$ cat src/rtl/spi_pkg.sv
// Shared types and constants for the SPI memory-link initiator.
//   state_t      : frame sequencer states
//   ADDR_W       : address field width
//   DATA_W       : data field width
//   FRAME_W      : full serial frame width
//   RW_READ/WRITE: R/W bit encoding shared with the slave decoder
//   build_frame  : assembles {addr, rw, data}; data is zeroed on reads
package spi_pkg;

    localparam int unsigned ADDR_W  = 7;
    localparam int unsigned DATA_W  = 8;
    localparam int unsigned FRAME_W = 16;

    localparam logic RW_READ  = 1'b1;
    localparam logic RW_WRITE = 1'b0;

    typedef enum logic [2:0] {
        IDLE,
        LEAD,
        SHIFT,
        TRAIL,
        GAP
    } state_t;

    // Reads carry an all-zero data field so the slave sees a clean frame.
    function automatic logic [FRAME_W-1:0] build_frame(
        input logic [ADDR_W-1:0] addr,
        input logic              rw,
        input logic [DATA_W-1:0] wdata
    );
        return {addr, rw, (rw == RW_READ) ? DATA_W'(0) : wdata};
    endfunction

endpackage

$ cat src/rtl/spi_sclk_gen.sv
// SCLK timing engine: a half-period counter paced by CLKDIV and a bit counter
// over the 16 frame bits. The half-period counter also times the LEAD, TRAIL
// and GAP phases for the sequencer.
//   clk, reset  : system clock, synchronous active-high reset
//   run         : counter enable; low holds everything cleared
//   go          : sequencer is in LEAD; the next half-period end starts bit 0
//   sclk        : serial clock, registered, idles low
//   half_end_c  : current cycle is the last of a half-period
//   rise_stb    : sclk rises at the end of this cycle
//   fall_stb    : sclk falls at the end of this cycle
//   last_bit    : the current bit period is bit 15
module spi_sclk_gen
    import spi_pkg::*;
#(
    parameter int unsigned CLKDIV = 8
) (
    input  logic clk,
    input  logic reset,
    input  logic run,
    input  logic go,
    output logic sclk,
    output logic half_end_c,
    output logic rise_stb,
    output logic fall_stb,
    output logic last_bit
);

    localparam int unsigned HC_W  = $clog2(CLKDIV);
    localparam int unsigned BIT_W = $clog2(FRAME_W);

    logic [HC_W-1:0]  half_cnt;
    logic [BIT_W-1:0] bit_cnt;
    logic             active;

    // Strobes are decoded one cycle ahead of the sclk register so the
    // sequencer can move mosi on the very edge that drops sclk.
    assign half_end_c = run && (half_cnt == HC_W'(CLKDIV - 1));
    assign last_bit   = (bit_cnt == BIT_W'(FRAME_W - 1));
    assign rise_stb   = half_end_c && !sclk && (go || (active && !last_bit));
    assign fall_stb   = half_end_c && sclk;

    // Half-period counter, sclk register and bit counter.
    always_ff @(posedge clk) begin
        if (reset || !run) begin
            half_cnt <= '0;
            bit_cnt  <= '0;
            active   <= 1'b0;
            sclk     <= 1'b0;
        end else begin
            half_cnt <= half_end_c ? '0 : half_cnt + 1'b1;
            if (rise_stb) begin
                sclk   <= 1'b1;
                active <= 1'b1;
                // bit 0 starts from LEAD; later rises advance the bit index
                bit_cnt <= go ? '0 : bit_cnt + 1'b1;
            end else if (fall_stb) begin
                sclk <= 1'b0;
            end
        end
    end

endmodule

$ cat src/rtl/spi_master.sv
// SPI initiator for the lab SPI memory slave. Sends one 16-bit frame
// {addr, rw, data} MSB first in mode 0 and captures the read byte from miso.
// Every edge is spaced CLKDIV clk cycles apart to suit the slave's input
// synchronizers.
//   clk, reset : system clock, synchronous active-high reset
//   start      : request strobe, taken only while busy is low
//   rw         : 1 = read, 0 = write
//   addr       : 7-bit memory address
//   wdata      : write byte, ignored on reads
//   busy       : from the cycle after acceptance through the end of GAP
//   done       : one-cycle pulse as cs returns high
//   rdata      : last read byte, updated only by read frames
//   sclk       : serial clock, idles low
//   cs         : chip select, active low
//   mosi       : serial data out
//   miso       : serial data in
module spi_master
    import spi_pkg::*;
#(
    parameter int unsigned CLKDIV = 8
) (
    input  logic              clk,
    input  logic              reset,
    input  logic              start,
    input  logic              rw,
    input  logic [ADDR_W-1:0] addr,
    input  logic [DATA_W-1:0] wdata,
    output logic              busy,
    output logic              done,
    output logic [DATA_W-1:0] rdata,
    output logic              sclk,
    output logic              cs,
    output logic              mosi,
    input  logic              miso
);

    state_t               state;
    logic [FRAME_W-2:0]   frame_q;   // bits still to be sent after mosi
    logic                 rw_q;
    logic [DATA_W-1:0]    cap_q;
    logic [FRAME_W-1:0]   frame_c;

    logic run_c;
    logic go_c;
    logic half_end_c;
    logic rise_stb;
    logic fall_stb;
    logic last_bit;

    assign frame_c = build_frame(addr, rw, wdata);
    assign run_c   = (state != IDLE);
    assign go_c    = (state == LEAD);

    spi_sclk_gen #(
        .CLKDIV (CLKDIV)
    ) u_sclk_gen (
        .clk        (clk),
        .reset      (reset),
        .run        (run_c),
        .go         (go_c),
        .sclk       (sclk),
        .half_end_c (half_end_c),
        .rise_stb   (rise_stb),
        .fall_stb   (fall_stb),
        .last_bit   (last_bit)
    );

    // Frame sequencer with registered pin and handshake outputs.
    always_ff @(posedge clk) begin
        if (reset) begin
            state   <= IDLE;
            frame_q <= '0;
            rw_q    <= RW_WRITE;
            cap_q   <= '0;
            rdata   <= '0;
            cs      <= 1'b1;
            mosi    <= 1'b0;
            busy    <= 1'b0;
            done    <= 1'b0;
        end else begin
            done <= 1'b0;
            unique case (state)
                IDLE: begin
                    if (start) begin
                        mosi    <= frame_c[FRAME_W-1];
                        frame_q <= frame_c[FRAME_W-2:0];
                        rw_q    <= rw;
                        cs      <= 1'b0;
                        busy    <= 1'b1;
                        state   <= LEAD;
                    end
                end
                LEAD: begin
                    if (half_end_c) begin
                        state <= SHIFT;
                    end
                end
                SHIFT: begin
                    // Rises inside SHIFT are bits 1..15; an 8-bit shifter
                    // therefore ends up holding exactly bits 8..15.
                    if (rise_stb && (rw_q == RW_READ)) begin
                        cap_q <= {cap_q[DATA_W-2:0], miso};
                    end
                    if (fall_stb && !last_bit) begin
                        mosi    <= frame_q[FRAME_W-2];
                        frame_q <= {frame_q[FRAME_W-3:0], 1'b0};
                    end
                    // End of the low half of bit 15.
                    if (half_end_c && !sclk && last_bit) begin
                        state <= TRAIL;
                        if (rw_q == RW_READ) begin
                            rdata <= cap_q;
                        end
                    end
                end
                TRAIL: begin
                    if (half_end_c) begin
                        cs    <= 1'b1;
                        mosi  <= 1'b0;
                        done  <= 1'b1;
                        state <= GAP;
                    end
                end
                GAP: begin
                    if (half_end_c) begin
                        busy  <= 1'b0;
                        state <= IDLE;
                    end
                end
                default: begin
                    state <= IDLE;
                end
            endcase
        end
    end

endmodule

$ cat config.mk
export PLATFORM = sky130hd
export DESIGN_NAME = spi_master
export DESIGN_NICKNAME = d
export VERILOG_FILES = /design/src/rtl/spi_pkg.sv /design/src/rtl/spi_sclk_gen.sv /design/src/rtl/spi_master.sv
export SDC_FILE = /design/constraint.sdc
export NUM_CORES = 1
export LEC_CHECK = 0
export CAP_MARGIN = 15
export CORE_ASPECT_RATIO = 0.9
export CORE_UTILIZATION = 45
export CTS_CLUSTER_SIZE = 20
export DETAILED_ROUTE_END_ITERATION = 8
export PLACE_DENSITY = 0.7
export SETUP_SLACK_MARGIN = 0.3
export SLEW_MARGIN = 30
export SYNTH_ARGS = -nofsm -noshare
export SYNTH_HDL_FRONTEND = slang
export SYNTH_SLANG_ARGS = --single-unit
$ cat constraint.sdc
create_clock -name clk -period 2.2 [get_ports clk]
set_input_delay 0.55 -clock clk [delete_from_list [all_inputs] [get_ports clk]]
set_output_delay 0.55 -clock clk [all_outputs]
set_load 0.02 [all_outputs]
### Word-level counts from Yosys, hierarchy flattened

Cells that the tools add are included.

* bits in registers: 48
* bits in latches: 0
* memory bits (writable): 0
* bits in read-only memories: 0
* input port bits: 20
* output and inout port bits: 13
* logic and storage cells: 81
* memories: 0

* $add $sub $neg: 2
* $mul: 0
* divide/modulo/power cells: 0
* $lt $le $gt $ge: 0
* eq/ne operators: 12
* shift-type cells: 0
* multiplexer cells: 23
* bitwise gates (word level): 1
* reduce and logical (&&, ||, !) cells: 30

Operator list (number)
* 15-bit 2-to-1 mux: 2
* 15-bit one-hot mux with 2 select lines: 1
* 3-bit 2-to-1 mux: 5
* 3-bit one-hot mux with 5 select lines: 1
* 3-bit AND reduction: 4
* 1-bit 2-to-1 mux: 9
* 1-bit logical AND: 8
* 8-bit 2-to-1 mux: 1
* 2-bit inequality test, second input constant: 4
* 2-bit nonzero test: 4
* 3-bit by 2-bit == test with 1-bit output, second input constant: 2
* 3-bit == test, second input constant: 2
* 3-bit nonzero test: 2
* 5-bit AND reduction: 1
* 4-bit by 1-bit adder with 4-bit output, second input constant: 1
* 4-bit == test, second input constant: 1
* 4-bit 2-to-1 mux: 1
* 2-bit by 1-bit inequality test with 1-bit output, second input constant: 2
* 1-bit one-hot mux with 2 select lines: 2
* 2-bit AND reduction: 2
* 4-bit AND reduction: 1
* 2-bit OR reduction: 2
* 3-bit by 1-bit adder with 3-bit output, second input constant: 1
* 3-bit by 1-bit == test with 1-bit output, second input constant: 1
* 5 further kinds: 8

### Logic depth before layout (Yosys ltp)

Gate-level depths: netlist of run 1.

* word-level depth: 7
* mapped depth: 7
* mapped depth without buffers: 6

### Cells and area by module

From an unflattened synthesis of run 1, not the netlist that was laid out.

* cell total of the unflattened synthesis: 235
* area, all modules: 2213.4 um2

Modules (own cells, without submodules)
* spi_master: instances 1, cells each 190, area an instance 1765.4 um2, sequential area each 780.7 um2
* spi_sclk_gen: instances 1, cells each 45, area an instance 447.9 um2, sequential area each 180.2 um2

### Least setup slack after synthesis of run 1

OpenSTA, ideal clock, no wires.

* kind: register -> register
* from: reg u_sclk_gen.half_cnt[0]
* to: reg u_sclk_gen.bit_cnt[3]
* setup time: 0.070 ns
* arrival time: 1.531 ns
* data required time: 2.130 ns
* path slack: 0.599 ns
* cell stages (with the launch flop): 7
* path buffers: 0
* period minus slack after synthesis: 1.601 ns
* cell sequence: dfxtp_1 > ha_1 > ha_1 > and2b_2 > o21ai_2 > or4_1 > a21oi_1

* word-level cells in the longest chain between the ends: 4

Ends and longest elaborated chain
* from (decl): line spi_sclk_gen.sv:31 `logic [HC_W-1:0] half_cnt;`
* from (signal assigned): line spi_sclk_gen.sv:50 `half_cnt <= half_end_c ? '0 : half_cnt + 1'b1;`
* 3-bit == test: line spi_sclk_gen.sv:37 `assign half_end_c = run && (half_cnt == HC_W'(CLKDIV - 1));`
* 1-bit logical AND: line spi_sclk_gen.sv:37
* 1-bit logical AND (2 in series): line spi_sclk_gen.sv:39 `assign rise_stb = half_end_c && !sclk && (go || (active && !last_bit));`
* to (signal assigned): line spi_sclk_gen.sv:55 `bit_cnt <= go ? '0 : bit_cnt + 1'b1;`
* to (decl): line spi_sclk_gen.sv:32 `logic [BIT_W-1:0] bit_cnt;`

No other way between the ends.
A chain may end at the register's enable or synchronous reset.

### Worst setup path after layout of run 1

* from: reg busy
* to: out busy

RTL lines
* from (decl): line spi_master.sv:28 `output logic busy,`
* from (signal assigned): line spi_master.sv:78 `busy <= 1'b0;`
* from (signal assigned): line spi_master.sv:89 `busy <= 1'b1;`
* from (signal assigned): line spi_master.sv:126 `busy <= 1'b0;`

No word-level cell between the ends.

==> flow_metrics.env, run 1 <==
export IMPL_outcome="finished clean"
export IMPL_coreArea_um2=4520
export IMPL_crit_chain="clkdlybuf4s50_1"
export IMPL_crit_buf_inv=1
export IMPL_hold_violations=0
export IMPL_grt_max_degree=30
export IMPL_ys_seq_area_frac=0.447
export IMPL_drc=0
export IMPL_fillCellCount=397
export IMPL_ys_warn_count=0
export IMPL_critPathTopFamily="buffers and inverters"
export IMPL_die_w_um=74.9
export IMPL_cap_violations=0
export IMPL_grt_pass1_wl_um=7190
export IMPL_cp_slowest_stage_delay_ns=0.62
export IMPL_wl_um=4390
export IMPL_clock_sinks=48
export IMPL_yosysUniqueCellTypes=39
export IMPL_diodes=0
export IMPL_fin_crit_sh=0.835
export IMPL_antenna_found_initial=0
export IMPL_syn_num_nets=253
export IMPL_p_total_mw=1.61
export IMPL_cts_root_buffer="clkbuf_8"
export IMPL_crit_slowest_cell="clkdlybuf4s50_1"
export IMPL_tritoncts="yes"
export IMPL_drive_gt1_frac=0.115
export IMPL_top_layer="met4"
export IMPL_setup_violations=0
export IMPL_whs_ns=0.429
export IMPL_syn_area_per_cell_um2=9.35
export IMPL_met3_wirelength_um=194
export IMPL_cts_made_buffers=5
export IMPL_area_growth_pct=22.1
export IMPL_peakVddDrop_v=0.000492
export IMPL_rrSetupSlack_ns=0.44
export IMPL_dr_wl_met2_um=1970
export IMPL_port_buffers=32
export IMPL_rows=23
export IMPL_dp_slack_ns=0.308
export IMPL_worst_slack_ns=0.363
export IMPL_endpoint_kind="output port"
export IMPL_clock_latency_ns=0.30
export IMPL_worst_pin_slew_ns=0.394
export IMPL_first_global_vias=1612
export IMPL_synth_flop_cell="dfxtp_1"
export IMPL_nNetsFinal=284
export IMPL_max_slew_margin=0.735
export IMPL_detail_route_antenna_nets=0
export IMPL_synthArstFlopShare=0
export IMPL_fin_tns_setup_ns=0
export IMPL_first_pass_iters=5
export IMPL_die_h_um=67.6
export IMPL_grt_usage=0.188
export IMPL_drt_met1_wl_um=2180
export IMPL_htreeDepth=2
export IMPL_cts_buffer_depth=2
export IMPL_crit_fanout=3
export IMPL_grt_ovfl_total=0
export IMPL_cp_arrival_ns=1.29
export IMPL_routabilityCongestion=0.720
export IMPL_hpwl_um=2930
export IMPL_min_period_ns=1.84
export IMPL_syn_inst=230
export IMPL_fmaxAchievable_mhz=544
export IMPL_p_leak_nw=0.942
export IMPL_fin_util=0.581
export IMPL_rsz0062_at_grt="false"
export IMPL_crit_required_ns=1.65
export IMPL_min_path_type="reg2reg"
export IMPL_clk_pin_slew_ns=0.09
export IMPL_worstSetupPathType="reg2out"
export IMPL_syn_cell_area_um2=2150
export IMPL_p_per_area_nw_per_um2=615
export IMPL_ys_ff_latch=48
export IMPL_maxSlewViolCount=0
export IMPL_io_pins=33
export IMPL_drt_iter0_drc=106
export IMPL_synth_edf_count=0
export IMPL_start_util=0.476
export IMPL_clock_skew_ns=0.00364
export IMPL_start_kind="register"
export IMPL_cts_hold_buffers=0
export IMPL_routed_via_density=5.41
export IMPL_die_area_um2=5060
export IMPL_wire_per_inst_um=13.6
export IMPL_vias=1749
==> area by class of cell <==
cell class	instances	area, um^2	area share
clock inverters	2	12.5	0.00477
inverters	4	15.0	0.00572
well taps	62	77.6	0.0296
flip-flops and latches	48	961	0.366
clock buffers	5	68.8	0.0262
multi-input cells	160	1090	0.416
repair buffers	42	398	0.152
==> cell families (layout without fill, tap and decap cells) <==
logic type,Yosys count,in the layout,share of synthesized area
mux,17,17,0.0792
buf+inv,22,53,0.0506
xor+xnor,2,2,0.00815
compound gates,67,67,0.200
fa+ha+maj,3,3,0.0175
flops,48,48,0.447
simple gates,71,71,0.198
==> cell usage in the layout, fill, tap and decap left out, types with 3 or more instances in the layout <==
master            n
a211oi_1         15
nor2_1           21
a21oi_1          23
clkdlybuf4s50_1  31
mux2i_1          17
nand2_1           4
inv_1             4
o21ai_0           4
buf_4            10
clkbuf_8          5
nor2b_1           8
dfxtp_1          48
nor3_1            3
o22ai_1          14
nand2b_1         12
nand3_1           6
==> through the flow <==
stage,area [um^2],instances
6_report,2630,323
5_1_grt,2630,323
4_1_cts,2600,322
3_5_place_dp,2520,315
3_3_place_gp,2520,315
2_1_floorplan,2150,230
==> sequential cells by signal (all words and copies together) (netlist names) <==
register and cells:
busy 1, cap_q 8, cs 1, done 1, frame_q 15, mosi 1
rdata 8, rw_q 1, state 3, u_sclk_gen.active 1, u_sclk_gen.bit_cnt 4, u_sclk_gen.half_cnt 3
u_sclk_gen.sclk 1
==> final timing paths <==
kind | from | depth (start not counted) | endpoint
min reg2reg | u_sclk_gen.half_cnt[0] | 1 | u_sclk_gen.half_cnt[0]
max reg2reg | u_sclk_gen.half_cnt[0] | 6 | u_sclk_gen.bit_cnt[3]
min | u_sclk_gen.half_cnt[0] | 1 | u_sclk_gen.half_cnt[0]
max | busy | 1 | busy
==> synth_stat cells, drive strengths merged, types with 3 or more instances <==
library cell	n	area [um^2]
nand2b	12	75.1
nand2	4	15.0
buf	8	56.3
o22ai	14	87.6
o21ai	6	37.5
nand3	6	30.0
nor2b	8	50.1
inv	4	15.0
ha	3	37.5
dfxtp	48	961
mux2i	17	170
nor2	22	90.1
a211oi	15	113
a21oi	24	124
clkbuf	10	37.5
nor3b	3	27.5
nor3	3	15.0
==> metal layers <==
metal / global-route usage / up-vias
met4: 0.0708 / 0
met3: 0.0478 / 5
met1: 0.246 / 820
met5: 0 / -
li1: - / 891
met2: 0.297 / 33
==> report_power, final <==
group / total [mW] / switching [mW] / internal, mW
Combinational: 0.185 / 0.0897 / 0.0952
Sequential: 0.921 / 0.0210 / 0.901
Clock: 0.508 / 0.292 / 0.216
==> timing repair <==
action	CTS	global route
hold endpoints to repair	0	0
setup buffers	0	1
endpoints found under the setup margin	0	13
gates resized for setup	0	3
(Power assumes the default switching activity.)
==> inputs of run 2 (changes only) <==
Clock period 2.2 ns to 1.8 ns, I/O delays scaled along.
==> run 2 against run 1 <==
  * First-iteration DRC count rose by 25%
  * Non-clock buffer count up 16
  * Utilization increased by 8.9 points
  * Clock power up 33%
  * Worst hold slack gained 0.036 ns
  * Combinational power rose by 51%
==> flow_metrics.env, run 2 (synthesis results as in run 1) <==
export IMPL_drt_met1_wl_um=2520
export IMPL_cap_violations=0
export IMPL_max_slew_margin=0.741
export IMPL_rows=23
export IMPL_reg2reg_from="u_sclk_gen.half_cnt[0]"
export IMPL_outcome="finished clean"
export IMPL_cts_buffer_depth=2
export IMPL_fmaxAchievable_mhz=606
export IMPL_crit_fanout=7
export IMPL_worst_slack_ns=0.150
export IMPL_fin_util=0.670
export IMPL_peakVddDrop_v=0.000522
export IMPL_hold_depth=1
export IMPL_design_area_um2=3030
export IMPL_setup_violations=0
export IMPL_io_pins=33
export IMPL_cp_arrival_ns=1.87
export IMPL_top_layer="met4"
export IMPL_p_sw_frac=0.254
export IMPL_start_kind="register"
export IMPL_clock_skew_ns=0.00871
export IMPL_rsz0062_at_grt="true"
export IMPL_endpoint_kind="register"
export IMPL_holdPathEnd="state[1]"
export IMPL_first_pass_iters=4
export IMPL_cts_made_buffers=5
export IMPL_tritoncts="yes"
export IMPL_final_cell_mix="dfxtp_1, nor2_1, a21oi_1"
export IMPL_drive_gt1_frac=0.264
export IMPL_grt_usage=0.202
export IMPL_vias=1869
export IMPL_hpwl_um=3070
export IMPL_worstSetupPathType="reg2reg"
export IMPL_holdCritStartpoint="state[2]"
export IMPL_routed_via_density=5.51
export IMPL_dr_wl_met2_um=2520
export IMPL_maxSlewViolCount=0
export IMPL_drt_iter0_drc=133
export IMPL_crit_required_ns=2.02
export IMPL_met3_wirelength_um=195
export IMPL_first_global_vias=1667
export IMPL_min_period_ns=1.65
export IMPL_final_common_cell="dfxtp_1"
export IMPL_diodes=0
export IMPL_p_int_mw=1.55
export IMPL_reg_top3="frame_q x15, cap_q x8, rdata x8"
export IMPL_htreeDepth=2
export IMPL_pwr_share_clk=0.324
export IMPL_whs_ns=0.465
export IMPL_placed_cell_area_um2=2620
export IMPL_fin_tns_setup_ns=0
export IMPL_grt_pass1_wl_um=7710
export IMPL_power_frac_seq=0.542
export IMPL_worst_pin_slew_ns=0.388
export IMPL_grt_ovfl_total=0
export IMPL_detail_route_antenna_nets=0
export IMPL_hold_violations=0
export IMPL_routabilityCongestion=0.778
export IMPL_clk_pin_slew_ns=0.09
export IMPL_power_switching_uw=529
export IMPL_fin_crit_sh=0.917
export IMPL_clock_latency_ns=0.30
export IMPL_dp_cells=318
export IMPL_port_buffers=32
export IMPL_clock_sinks=48
export IMPL_min_path_type="reg2reg"
export IMPL_p_total_mw=2.08
export IMPL_cts_hold_buffers=0
export IMPL_rr_worst_depth=8
export IMPL_coreArea_um2=4520
export IMPL_largest_reg_flops=15
export IMPL_wl_um=5270
export IMPL_dp_slack_ns=-0.00454
export IMPL_fin_cells=339
export IMPL_p_comb_frac=0.134
export IMPL_regMostFlops="frame_q"
export IMPL_p_per_area_nw_per_um2=688
export IMPL_rrSetupSlack_ns=0.15
export IMPL_drc=0
export IMPL_start_util=0.476
export IMPL_cts_root_buffer="clkbuf_8"
export IMPL_die_h_um=67.6
export IMPL_p_leak_nw=1.13
export IMPL_antenna_found_initial=0
export IMPL_wire_per_inst_um=15.6
export IMPL_die_w_um=74.9
export IMPL_reg2reg_to="frame_q[14]"
export IMPL_grt_max_degree=31
export IMPL_nNetsFinal=300
export IMPL_area_growth_pct=40.8
export IMPL_die_area_um2=5060
run 2: how the worst max path moves through the flow:
stage                                start          end  slack [ns]
floorplan           u_sclk_gen.half_cnt[1]     rdata[0]        0.25
global placement                     start         mosi        0.03
detailed placement                   start         mosi      -0.005
CTS                 u_sclk_gen.half_cnt[0]     rdata[1]        0.17
global route        u_sclk_gen.half_cnt[0]     rdata[5]        0.08
finish              u_sclk_gen.half_cnt[0]  frame_q[14]        0.15
run 2: routing by layer:
metal,vias up,GRT usage
met4,0,0.0637
met2,39,0.321
met3,4,0.0418
met1,891,0.274
li1,935,-
met5,-,0
run 2: final cells by class:
cell class              count  area (um^2)
multi-input cells         160         1270
inverters                   4         15.0
clock inverters             1         8.76
flip-flops and latches     48          972
repair buffers             58          602
well taps                  62         77.6
clock buffers               6         82.6
fillers                   377         1490
run 2: critical path, stage by stage, from the launching register on:
cell and delay [ns]:
dfxtp_2 0.35, ha_4 0.13, ha_4 0.14, buf_4 0.11
nand3_4 0.09, o21ai_4 0.21, clkbuf_16 0.20, a21oi_1 0.10
a211oi_2 0.23
run 2: what timing repair did:
item,CTS,global route
setup buffers,5,7
gates resized for setup,22,33
pin swaps,4,20
cloned,0,2
endpoints found under the hold margin,0,0
endpoints found under the setup margin,47,40
run 2: power groups by stage:
stage	clock network [mW]	registers (mW)	logic, mW
floorplan	0	1.15	0.144
global placement	0	1.15	0.236
detailed placement	0	1.15	0.240
CTS	0.681	1.13	0.239
global route	0.722	1.13	0.304
finish	0.674	1.13	0.279
==> inputs of run 3 (changes only) <==
Settings changed: CELL_PAD_IN_SITES_DETAIL_PLACEMENT set to 2, CELL_PAD_IN_SITES_GLOBAL_PLACEMENT set to 2, CORE_UTILIZATION 45 to 33, PLACE_DENSITY 0.7 to 0.8.
==> run 3 against run 2 <==
  * Combinational power increased by 13%
  * Final area grew 6.1%
  * Critical endpoint is now u_sclk_gen.bit_cnt[1]
  * Sequential power about the same
  * Wire length rose by 56%
  * Sequential share of layout area decreased by 1.8 points
==> flow_metrics.env, run 3 (synthesis results as in run 1) <==
export IMPL_outcome="finished clean"
export IMPL_rsz0062_at_grt="true"
export IMPL_grt_ovfl_total=0
export IMPL_dp_cells=345
export IMPL_die_area_um2=6840
export IMPL_tritoncts="yes"
export IMPL_drt_iter0_drc=61
export IMPL_maxSlewViolCount=0
export IMPL_clock_skew_ns=0.0123
export IMPL_max_slew_margin=0.714
export IMPL_rows=27
export IMPL_die_h_um=78.6
export IMPL_crit_required_ns=2.03
export IMPL_crit_chain="ha_4 -> ha_4 -> and2b_4 -> buf_4 -> nand4b_4 -> or3b_1 -> a21oi_1"
export IMPL_cp_slowest_stage_delay_ns=0.37
export IMPL_wl_um=8220
export IMPL_final_cell_mix="dfxtp_1, buf_4, nor2_1"
export IMPL_worst_pin_slew_ns=0.429
export IMPL_clock_latency_ns=0.31
export IMPL_grt_usage=0.238
export IMPL_design_area_um2=3210
export IMPL_cts_hold_buffers=0
export IMPL_crit_fanout=4
export IMPL_peakVddDrop_v=0.000440
export IMPL_antenna_found_initial=0
export IMPL_fin_cells=374
export IMPL_detail_route_antenna_nets=0
export IMPL_start_util=0.346
export IMPL_crit_path_frequent_cell="ha_4"
export IMPL_reg_top3="frame_q x15, cap_q x8, rdata x8"
export IMPL_routabilityCongestion=0.740
export IMPL_final_common_cell="dfxtp_1"
export IMPL_min_path_type="reg2reg"
export IMPL_fin_crit_sh=0.968
export IMPL_nNetsFinal=309
export IMPL_io_pins=33
export IMPL_crit_slowest_cell="or3b_1"
export IMPL_cp_arrival_ns=1.97
export IMPL_worstSetupPathType="reg2reg"
export IMPL_p_total_mw=2.31
export IMPL_wire_per_inst_um=22.0
export IMPL_largest_reg_flops=15
export IMPL_cts_made_buffers=5
export IMPL_p_per_area_nw_per_um2=719
export IMPL_area_growth_pct=49.4
export IMPL_diodes=0
export IMPL_placed_cell_area_um2=2680
export IMPL_first_pass_iters=4
export IMPL_clock_sinks=48
export IMPL_drc=0
export IMPL_cts_root_buffer="clkbuf_8"
export IMPL_endpoint_kind="register"
export IMPL_fmaxAchievable_mhz=574
export IMPL_start_kind="register"
export IMPL_grt_pass1_wl_um=12200
export IMPL_setup_violations=0
export IMPL_port_buffers=32
export IMPL_p_leak_nw=1.18
export IMPL_vias=1998
export IMPL_coreArea_um2=6220
export IMPL_regMostFlops="frame_q"
export IMPL_hpwl_um=4230
export IMPL_cts_buffer_depth=2
export IMPL_die_w_um=87.1
export IMPL_hold_violations=0
export IMPL_grt_max_degree=35
export IMPL_min_period_ns=1.74
export IMPL_htreeDepth=2
export IMPL_routed_via_density=5.34
export IMPL_clk_pin_slew_ns=0.09
export IMPL_drive_gt1_frac=0.324
export IMPL_first_global_vias=2238
export IMPL_cap_violations=0
[run 3: cell count changes in the layout (fill, tap and decap cells not counted), moves of 2 or more]
cell	before	now
a21oi_2	3	10
a21oi_1	20	14
buf_4	16	21
buf_6	4	7
clkbuf_2	0	2
clkdlybuf4s15_1	2	0
clkdlybuf4s50_1	19	17
dlygate4sd2_1	11	13
o22ai_1	12	10
o22ai_2	1	3
[run 3: path summary, 6_finish.rpt]
kind                          startpoint                endpoint  slack, ns  depth (start not counted)
setup / recovery  u_sclk_gen.half_cnt[0]   u_sclk_gen.bit_cnt[1]       0.06                          7
hold / removal    u_sclk_gen.half_cnt[0]  u_sclk_gen.half_cnt[0]       0.44                          1
setup reg to reg  u_sclk_gen.half_cnt[0]   u_sclk_gen.bit_cnt[1]       0.06                          7
hold reg to reg   u_sclk_gen.half_cnt[0]  u_sclk_gen.half_cnt[0]       0.44                          1
[run 3: per-stage QoR]
step | util | TNS (ns) | hold slack, ns | setup slack, ns
6_report | 0.517 | 0 | 0.441 | 0.0580
5_1_grt | 0.517 | -0.00765 | 0.447 | -0.00765
4_1_cts | 0.492 | 0 | 0.445 | 0.106
3_5_place_dp | 0.430 | -0.0624 | 0.431 | -0.0288
3_3_place_gp | 0.430 | 0 | 0.420 | 0.00419
2_1_floorplan | - | 0 | 0.412 | 0.247
[run 3: area by class of cell]
type,instances,area [um^2]
fillers,655,3000
multi-input cells,160,1310
flip-flops and latches,48,975
repair buffers,67,683
well taps,87,109
clock buffers,6,82.6
clock inverters,2,38.8
inverters,4,15.0
[run 3: where the power goes]
| part | switching (mW) | leakage (nW) | internal, mW |
|---|---|---|---|
| Combinational | 0.163 | 0.722 | 0.152 |
| Sequential | 0.0359 | 0.395 | 1.10 |
| Clock | 0.405 | 0.0614 | 0.455 |
[run 3: what timing repair did]
item,4_1_cts,5_1_grt
cloned,2,0
setup endpoints to repair,51,41
resized for setup,51,25
pin swaps,16,18
endpoints found under the hold margin,0,0
setup buffers,8,11
[run 3: critical path, delay by kind of cell, from the launching register on]
kind | cells | cell delay (ns)
adder cells (fa/ha/maj) | 2 | 0.30
AO/OA/AOI/OAI | 1 | 0.17
flip-flops | 1 | 0.36
AND/OR/NAND/NOR | 3 | 0.70
buffers and inverters | 1 | 0.13
[run 3: metal layers]
metal | GRT usage | up-vias | wire (um)
li1 | - | 943 | -
met1 | 0.297 | 1011 | 3560
met2 | 0.428 | 34 | 4390
met3 | 0.0326 | 10 | 177
met4 | 0.0600 | 0 | 94
met5 | 0 | - | 0
==> RTL change: new RTL, settings of run 3 <==
Reset style: asynchronous (`reset`), changed in one clocked block. Comments in the files are not updated.
--- a/src/rtl/spi_master.sv
+++ b/src/rtl/spi_master.sv
@@ -66,7 +66,7 @@
     );
 
     // Frame sequencer with registered pin and handshake outputs.
-    always_ff @(posedge clk) begin
+    always_ff @(posedge clk or posedge reset) begin
         if (reset) begin
             state   <= IDLE;
             frame_q <= '0;
Check against the original RTL: differs if reset is asserted again (counterexample within 4 cycles, from zero or initial values and one cycle with reset high); with reset held inactive, the same outputs for 10 cycles.
==> RTL change against run 3 <==
Via count fell by 17%; sequential cell count is the same; worst setup slack got worse by 57 ps; final area rose by 1.5%; hold slack lost 2.8 ps; routed wire length decreased by 17%; area after synthesis increased by 6.4%; total power increased by 9.7%; largest cell class unchanged.
==> RTL change: results (changes against run 3) <==
stage,metric,value,unit,change
outcome,outcome,completed,,
grt,grt_max_degree,22,,-37%
yosys,synth_xor_area_share,0.383,%,-0.43 points
yosys,yosysWarningCount,0,,unchanged
layout,drive_gt1_share,50.4,%,+18 points
timing,fin_skew,5.60,ps,-6.72 ps
layout,nFillCells,624,,-4.7%
hold_path,hold_path_depth,1,,unchanged
power,ir_drop,541,uV,+23%
layout,reg.largest.list,"frame_q x15, cap_q x8, rdata x8",,
yosys,synthTopCellsByCount,"38 x dfrtp_1, 37 x mux2_2, 12 x nand2_1",,
detailed_routing,routed_via_density,5.00,,-6.4%
yosys,yosysSeqAreaShare,50.6,%,+5.9 points
grt,grt_first_pass_wirelength,10.2,mm,-16%
yosys,synthTopCellsByArea,"dfrtp_1 42%, mux2_2 18%, dfxtp_1 7.9%, mux2_4 5.9%, nor2b_1 2.5%",,
detailed_routing,routed-wl-met2,3.68,mm,-16%
yosys,synth_nets,209,,-17%
detailed_routing,wl_met3,217,um,+23%
timing,worstMarginPinSlew,399,ps,-29.5 ps
worst_setup_path,worstPathMaxFanout,7,,+3
detailed_routing,met1_length,2.76,mm,-23%
layout,final_cells,332,,-11%
yosys,synthAdderAreaFrac,1.64,%,-0.11 points
yosys,synth_cell_types,40,,+2.6%
grt,grt_pass1_vias,1898,,-15%
power,cellLeakagePower,1.43,nW,+22%
yosys,ys_async_sr_fraction,81.3,%,+81 points
worst_setup_path,max_stage_delay,440,ps,+70 ps
clocking,clk_pin_slew,90,ps,about the same
detailed_routing,first_pass_iters,4,,unchanged
detailed_routing,routed.top_layer,met4,,
placed_design,io_buffers,32,,unchanged
detailed_routing,drt_iter0_drc,29,,-52%
clocking,cts_made_buffers,5,,unchanged
clocking,cts_root_buf,clkbuf_8,,
worst_setup_path,cp_slowest_cell,or3_4,,
yosys,synth_ff_type,dfrtp_1,,
clocking,cts_max_level,2,,unchanged
layout,antennaDiodeCount,0,,unchanged
grt,grt_use_total,18.8,%,-5.0 points
placed_design,post-place-ws,-381,ps,-353 ps
worst_setup_path,crit_family,simple AND/OR/NAND/NOR gates,,
grt,antenna_found_initial,0,,unchanged
yosys,synth_compound_area_share,6.07,%,-14 points
placed_design,dp_cells,316,,-8.4%
clocking,clkLatencyLatePin,320,ps,
worst_setup_path,arrival,2010,ps,+40 ps
hold_path,hp-class,reg -> reg,,
yosys,synth_cells,186,,-19%
detailed_routing,routed_wl,6.81,mm,-17%
yosys,synthMuxAreaShare,24.1,%,+16 points
power,power_switching,0.724,mW,+20%
floorplan,die-area,7270,sq um,+6.2%
layout,fin_nets,264,,-15%
clocking,clockBufferDepth,2,,unchanged
placed_design,dp_hpwl,4.31,mm,+1.8%
placed_design,gp_congestion,0.718,,-3.0%
[RTL change: changes by cell type after synthesis, sizes merged, moves of 8 or more]
cell / change
o22ai: -14
a211oi: -14
clkbuf: -9
mux2i: -17
dfrtp: +38
a21oi: -18
nor2: -12
dfxtp: -39
nand2b: -10
mux2: +46
nand2: +8
[RTL change: cell families (layout without fill, tap and decap cells)]
kind of cell               after synthesis  in the layout
AOI/OAI and AO/OA                       23             23
xor gates and xnor gates                 1              1
and+or+nand+nor                         52             52
muxes                                   46             46
adders and majority gates                3              3
buffers and inverters                   13             69
DFF                                     48             48
[RTL change: worst paths after layout]
kind | startpoint | to | slack (ps)
min reg2reg | u_sclk_gen.half_cnt[0]$_SDFF_PP0_ | u_sclk_gen.half_cnt[0]$_SDFF_PP0_ | 440
max in group asynchronous | reset | cs$_DFFE_PP1P_ | 940
min in group asynchronous | reset | frame_q[8]$_DFFE_PP0P_ | 590
max | u_sclk_gen.half_cnt[0]$_SDFF_PP0_ | frame_q[13]$_DFFE_PP0P_ | 2
min | u_sclk_gen.half_cnt[0]$_SDFF_PP0_ | u_sclk_gen.half_cnt[0]$_SDFF_PP0_ | 440
max reg2reg | u_sclk_gen.half_cnt[0]$_SDFF_PP0_ | frame_q[13]$_DFFE_PP0P_ | 2
[RTL change: layer usage]
layer | vias to the layer above | global-route usage [%]
met1 | 853 | 20.8
met2 | 33 | 36.4
met4 | 0 | 7.54
li1 | 761 | -
met3 | 13 | 3.18
met5 | - | 0
[RTL change: area by class of cell]
class,count,share of cell area [%]
repair buffers,57,17.7
flip-flops and latches,48,35.9
multi-input cells,125,39.4
inverters,4,0.576
well taps,90,3.45
clock inverters,2,0.461
clock buffers,6,2.53
[RTL change: power by group through the flow]
stage          Sequential (mW)  Combinational [mW]  Clock (mW)
4_1_cts                   1.30               0.459       0.725
6_report                  1.31               0.524       0.703
3_3_place_gp              1.30               0.395           0
2_1_floorplan             1.28               0.272           0
5_1_grt                   1.32               0.564       0.763
3_5_place_dp              1.32               0.422           0
[RTL change: through the flow]
step                util (%)  instance area [sq um]
finish                  49.2                   3260
global route            49.2                   3260
CTS                     46.9                   3110
detailed placement      43.5                   2880
global placement        43.5                   2880
floorplan                  -                   2370
[RTL change: worst register-to-register path: cells and delay by family, from the launching register on]
family,cells,cell delay (ps)
AND/OR/NAND/NOR,1,440
flip-flops,1,360
multiplexers,1,290
adder cells (fa/ha/maj),2,280
buffers and inverters,1,180
AO/OA/AOI/OAI,1,130
[RTL change: repair_timing]
item,in CTS,in global routing
setup endpoints to repair,51,49
pin swaps,7,11
gates cloned,0,1
setup buffers,4,3
resized for setup,51,32
